`src/rtl/sdspi_mem_dumper.sv`:
```
// Reads DUMP_SIZE bytes of memory word by word and streams them LSB-first to an SD sector writer.
// Optional macro DUMPER_SECTOR_PAD_EN zero-pads the stream to a 512-byte sector boundary.
module sdspi_mem_dumper #(
   parameter logic [31:0] DUMP_SIZE = 32'd4096,
   parameter logic [31:0] BASE_ADDR = 32'h0
) (
   input  logic        clk27mhz,
   input  logic        resetn,
   input  logic        start,
   input  logic [7:0]  w_ctrl_state,
   output logic        RE,
   output logic [31:0] ADDR,
   input  logic [31:0] RDATA,
   input  logic        RVALID,
   output logic        outen,
   output logic [7:0]  outbyte,
   input  logic        outready,
   output logic [31:0] byte_cnt,
   output logic        busy,
   output logic        DONE
);

   typedef enum logic [2:0] {
      ST_IDLE  = 3'd0,
      ST_REQ   = 3'd1,
      ST_WAIT  = 3'd2,
      ST_SHIFT = 3'd3,
      ST_PAD   = 3'd4,
      ST_FIN   = 3'd5
   } state_t;

   state_t      state_r, state_s;
   logic        re_r, re_s;
   logic [31:0] addr_r, addr_s;
   logic        outen_r, outen_s;
   logic [7:0]  outbyte_r, outbyte_s;
   logic [31:0] byte_cnt_r, byte_cnt_s;
   logic        busy_r, busy_s;
   logic        done_r, done_s;
   logic [23:0] shreg_r, shreg_s;
   logic [1:0]  idx_r, idx_s;
   logic        xfer_s;
   logic [31:0] cnt_inc_s;

   assign RE       = re_r;
   assign ADDR     = addr_r;
   assign outen    = outen_r;
   assign outbyte  = outbyte_r;
   assign byte_cnt = byte_cnt_r;
   assign busy     = busy_r;
   assign DONE     = done_r;

   // Next-state and next-output computation for every registered output.
   always_comb begin
      state_s    = state_r;
      re_s       = re_r;
      addr_s     = addr_r;
      outen_s    = outen_r;
      outbyte_s  = outbyte_r;
      byte_cnt_s = byte_cnt_r;
      busy_s     = busy_r;
      done_s     = done_r;
      shreg_s    = shreg_r;
      idx_s      = idx_r;
      xfer_s     = outen_r & outready;
      cnt_inc_s  = byte_cnt_r + 32'd1;
      case (state_r)
         ST_IDLE, ST_FIN: begin
            if (start) begin
               addr_s     = BASE_ADDR;
               byte_cnt_s = 32'd0;
               busy_s     = 1'b1;
               done_s     = 1'b0;
               re_s       = 1'b0;
               outen_s    = 1'b0;
               state_s    = ST_REQ;
            end else begin
               state_s = state_r;
            end
         end
         ST_REQ: begin
            if (w_ctrl_state == 8'd0) begin
               re_s    = 1'b1;
               state_s = ST_WAIT;
            end else begin
               re_s = 1'b0;
            end
         end
         ST_WAIT: begin
            // RE is held until the controller leaves idle, i.e. has taken the request.
            if (w_ctrl_state != 8'd0) begin
               re_s = 1'b0;
            end else begin
               re_s = re_r;
            end
            if (RVALID) begin
               re_s      = 1'b0;
               shreg_s   = RDATA[31:8];
               outbyte_s = RDATA[7:0];
               outen_s   = 1'b1;
               idx_s     = 2'd0;
               state_s   = ST_SHIFT;
            end else begin
               state_s = ST_WAIT;
            end
         end
         ST_SHIFT: begin
            if (xfer_s) begin
               byte_cnt_s = cnt_inc_s;
               if (idx_r == 2'd3) begin
                  outen_s = 1'b0;
                  if (cnt_inc_s < DUMP_SIZE) begin
                     addr_s  = addr_r + 32'd4;
                     state_s = ST_REQ;
                  end else begin
`ifdef DUMPER_SECTOR_PAD_EN
                     if (cnt_inc_s[8:0] == 9'd0) begin
                        state_s = ST_FIN;
                        done_s  = 1'b1;
                        busy_s  = 1'b0;
                        re_s    = 1'b0;
                     end else begin
                        outen_s   = 1'b1;
                        outbyte_s = 8'h00;
                        state_s   = ST_PAD;
                     end
`else
                     state_s = ST_FIN;
                     done_s  = 1'b1;
                     busy_s  = 1'b0;
                     re_s    = 1'b0;
`endif
                  end
               end else begin
                  idx_s     = idx_r + 2'd1;
                  outbyte_s = shreg_r[7:0];
                  shreg_s   = {8'h00, shreg_r[23:8]};
               end
            end else begin
               state_s = ST_SHIFT;
            end
         end
`ifdef DUMPER_SECTOR_PAD_EN
         ST_PAD: begin
            if (xfer_s) begin
               byte_cnt_s = cnt_inc_s;
               if (cnt_inc_s[8:0] == 9'd0) begin
                  outen_s = 1'b0;
                  state_s = ST_FIN;
                  done_s  = 1'b1;
                  busy_s  = 1'b0;
                  re_s    = 1'b0;
               end else begin
                  outbyte_s = 8'h00;
               end
            end else begin
               state_s = ST_PAD;
            end
         end
`endif
         default: begin
            state_s = ST_IDLE;
            re_s    = 1'b0;
            outen_s = 1'b0;
            busy_s  = 1'b0;
         end
      endcase
   end

   // State and output registers with asynchronous active-low reset.
   always_ff @(posedge clk27mhz or negedge resetn) begin
      if (!resetn) begin
         state_r    <= ST_IDLE;
         re_r       <= 1'b0;
         addr_r     <= BASE_ADDR;
         outen_r    <= 1'b0;
         outbyte_r  <= 8'h00;
         byte_cnt_r <= 32'd0;
         busy_r     <= 1'b0;
         done_r     <= 1'b0;
         shreg_r    <= 24'h0;
         idx_r      <= 2'd0;
      end else begin
         state_r    <= state_s;
         re_r       <= re_s;
         addr_r     <= addr_s;
         outen_r    <= outen_s;
         outbyte_r  <= outbyte_s;
         byte_cnt_r <= byte_cnt_s;
         busy_r     <= busy_s;
         done_r     <= done_s;
         shreg_r    <= shreg_s;
         idx_r      <= idx_s;
      end
   end

endmodule

```
`config.mk`:
```
export PLATFORM = sky130hd
export DESIGN_NAME = sdspi_mem_dumper
export DESIGN_NICKNAME = d
export VERILOG_FILES = /design/src/rtl/sdspi_mem_dumper.sv
export SDC_FILE = /design/constraint.sdc
export NUM_CORES = 1
export LEC_CHECK = 0
export CAP_MARGIN = 0
export CORE_MARGIN = 2
export CORE_UTILIZATION = 37
export CTS_CLUSTER_SIZE = 10
export DETAILED_ROUTE_END_ITERATION = 12
export SLEW_MARGIN = 10
export SYNTH_ARGS = -nofsm -noshare
export SYNTH_HDL_FRONTEND = slang
export SYNTH_SLANG_ARGS = --single-unit
```
`constraint.sdc`:
```
create_clock -name clk27mhz -period 5.6 [get_ports clk27mhz]
set_clock_uncertainty 0.15 [all_clocks]
set_input_delay 0.56 -clock clk27mhz [delete_from_list [all_inputs] [get_ports clk27mhz]]
set_output_delay 0.56 -clock clk27mhz [all_outputs]
set_load 0.02 [all_outputs]
```
==> key figures <==
Finish
  – Commonest non-fill, non-tap cell in the layout: nand2_1
  – N_diodes: 0
  – Share of layout cells above drive strength 1: about 7%
  – Commonest cells after routing, fill and taps aside: nand2_1 (123), clkdlybuf4s50_1 (117), dfrtp_1 (103), nor2_1 (85), a31oi_1 (46)
  – Layout area overhead: 25.1%
  – Final Net Count: ~870
  – Post-route design area: 0.00780 mm^2

Yosys
  – EDFF count, synth: 0
  – Area leader, netlist: dfrtp_1
  – Syn. warnings: 0
  – Syn Area/Cell: roughly 8.4 um^2
  – Syn Std Cell Area: between 0.006 and 0.007 mm^2
  – Post-Syn Instances: between 700 and 800
  – Seq/Total Area, Yosys: between 40% and 50%
  – Synth unique cells: 67
  – Post-synth top area share: between 40% and 50%
  – Predominant post-synthesis flop cell: dfrtp_1
  – Synth area leaders: dfrtp_1 (41%), nand2_1 (7.4%), nor2_1 (5.1%), a31oi_1 (4.6%), o21ai_0 (3.5%)
  – Asr flop ratio synth: 100%
  – Synth Register Bits: about 100

Critical path
  – CP endpoint kind: flip-flop
  – CP max FO: 16
  – RR Startpoint: byte_cnt[0]
  – WS Path Type: flip-flop to flip-flop
  – Path depth of the worst reg2reg path: 9
  – CP max stage cell: nor2_1
  – Crit start category: flip-flop
  – Critical path cell sequence: ha_1 -> nand3_1 -> nor4_1 -> xor2_1 -> nor4_2 -> nand4_1 -> buf_4 -> nor2_1 -> o21ai_0
  – Worst setup startpoint: byte_cnt[0]
  – CP Data Required Time: ~5.7 ns
  – CP Data Arrival Time: approximately 3.8 ns
  – Critical path's largest stage delay: just over 0.8 ns

Place
  – Post-DP Area: about 0.0075 mm^2
  – Gpl congestion: approximately 0.92
  – Number of buffers added on ports: 118
  – HPWL Detailed: around 12 mm

Global route
  – First-pass GRT wire length: about 29 mm
  – Pin count of the biggest net entering global routing: 72
  – Number of global-route vias before repair: 5729
  – GRT Residual Overflow: 0
  – Tot GR Track Use: around 20%
  – Initial antenna violation count: 0

Drt
  – Drt pass-1 iters: 5
  – DR vias: 5977
  – Post-DR vias/cell: around 5.7
  – Drt wl/cell: ~17 um
  – Final ANT Viol Nets: 0
  – Starting DRT DRC Count: roughly 560
  – Total Wirelength: between 15 and 20 mm
  – Number of remaining DRC errors: 0

Status
  – Status: finished with violations
  – Failing checks: hold timing

Clock network
  – CTS Hold Buffers Added: 0
  – CTS Buf Count: 9
  – Worst skew pair latency: 0.36 ns
  – H-tree levels: 3
  – Clock buffer depth: 2
  – CTS tree: done
  – Clk sinks: 103
  – Postcts setup bufs: 0
  – Clock transition at path regs: 0.07 ns
  – Post-CTS Resized: 0
  – Clock Root Buffer: clkbuf_16

Timing
  – Final period utilization: 66.1%
  – Hold slack: -0.0107 ns
  – RSZ-0062 raised after global routing: false
  – Worst slew pin tran: 1.06 ns
  – Relative slew slack: a little under 30%
  – Hold Fails Final Rpt: 24
  – Setup_tns: 0 ns
  – Fmax: approximately 270 MHz
  – Max-slew violations: 0
  – Finish-stage setup viols: 0
  – Tmin final: approximately 3.7 ns

Die
  – Initial Utilization: between 30% and 40%
  – Die Wd: about 130 um
  – # rows: 47
  – Die ar.: between 0.015 and 0.02 mm^2
  – DIE HEIGHT: between 100 and 150 um
  – CORE AREA: between 0.015 and 0.02 mm^2
  – IO Pins: around 120

Hold path
  – Hold Path Class: input port to async pin

Pwr
  – Pwr dens: 311 mW/mm^2
  – LEAKAGE: between 3 and 4 nW
  – Maximum VDD drop: ~190 uV

Run
  – Max Cap Violations: 0
logic make-up after synthesis:
| kind of cell | after synthesis | synth area share [%] |
|---|---|---|
| other cells | 1 | 0.0601 |
| mux | 14 | 2.27 |
| flops | 103 | 41.3 |
| fa+ha+maj | 3 | 0.602 |
| simple gates | 380 | 31.7 |
| buf+inv | 70 | 4.83 |
| compound gates | 154 | 16.6 |
| xor+xnor | 18 | 2.53 |
path summary, 6_finish.rpt:
| path | to | slack [ns] |
|---|---|---|
| max | state_r[2] | 1.90 |
| max in group asynchronous | RE | 4.03 |
| min reg2reg | idx_r[0] | 0.34 |
| max reg2reg | state_r[2] | 1.90 |
| min | byte_cnt[21] | -0.01 |
| min in group clk27mhz | idx_r[0] | 0.34 |
stage by stage:
step	utilization, %	hold slack (ns)	worst slack, ns	power, mW	cells
2_1_floorplan	-	0.114	2.58	1.53	744
3_3_place_gp	45.5	0.311	2.05	1.80	1035
3_5_place_dp	45.5	0.339	1.94	1.82	1035
4_1_cts	47.2	0.00298	1.91	2.45	1051
5_1_grt	47.2	0.0247	1.54	2.60	1051
6_report	47.2	-0.0107	1.90	2.42	1051
synth_stat cells, drive strengths merged (2+ instances only):
master   number
nor2b         4
dfrtp       103
nor2         85
and2          7
o31ai         5
a21o          4
and3         20
nand3b        2
o2111ai       2
o311a         2
o41ai         7
nand3        39
nor3b         2
clkbuf       36
a21oi         9
mux2i        13
inv          15
xor2          8
and4         10
ha            3
nand4        23
a22o          3
o21ai        44
or3           6
xnor2        10
nand2       123
o211ai        2
o311ai        2
a31o         13
a311oi        3
nand2b       17
or4           4
nor3         17
buf          19
a31oi        46
nor4         19
routing by layer:
layer  global-route usage (%)  vias up  share of wire (%)
li1                         -     2846                  -
met1                     27.7     2894                 45
met2                     31.9      204                 48
met3                     2.61       33                5.2
met4                     7.92        0                2.0
met5                        0        -                  0
where the power goes:
group	internal (mW)	leakage, nW	switching (mW)
Sequential	0.890	1.34	0.122
Combinational	0.313	1.67	0.479
Clock	0.311	0.140	0.310
cell type report:
type	instances	area (um^2)
clock buffers	9	225
clock inverters	7	61.3
fillers	1593	8720
inverters	15	56.3
multi-input cells	571	3370
flip-flops and latches	103	2580
well taps	220	275
repair buffers	126	1240
critical path: cells and delay by family (launching register included):
| family | cells | cell delay, ns |
|---|---|---|
| simple gates | 5 | 2.09 |
| fa+ha+maj | 1 | 0.26 |
| flops | 1 | 0.44 |
| buf+inv | 1 | 0.23 |
| compound gates | 1 | 0.22 |
| xor+xnor | 1 | 0.15 |
registers in the layout (all words and copies together) (netlist names):
register and cells:
DONE 1, ADDR 30, busy 1, outen 1, idx_r 2, outbyte 8, shreg_r 24, byte_cnt 32
RE 1, state_r 3
(Power assumes the default switching activity.)
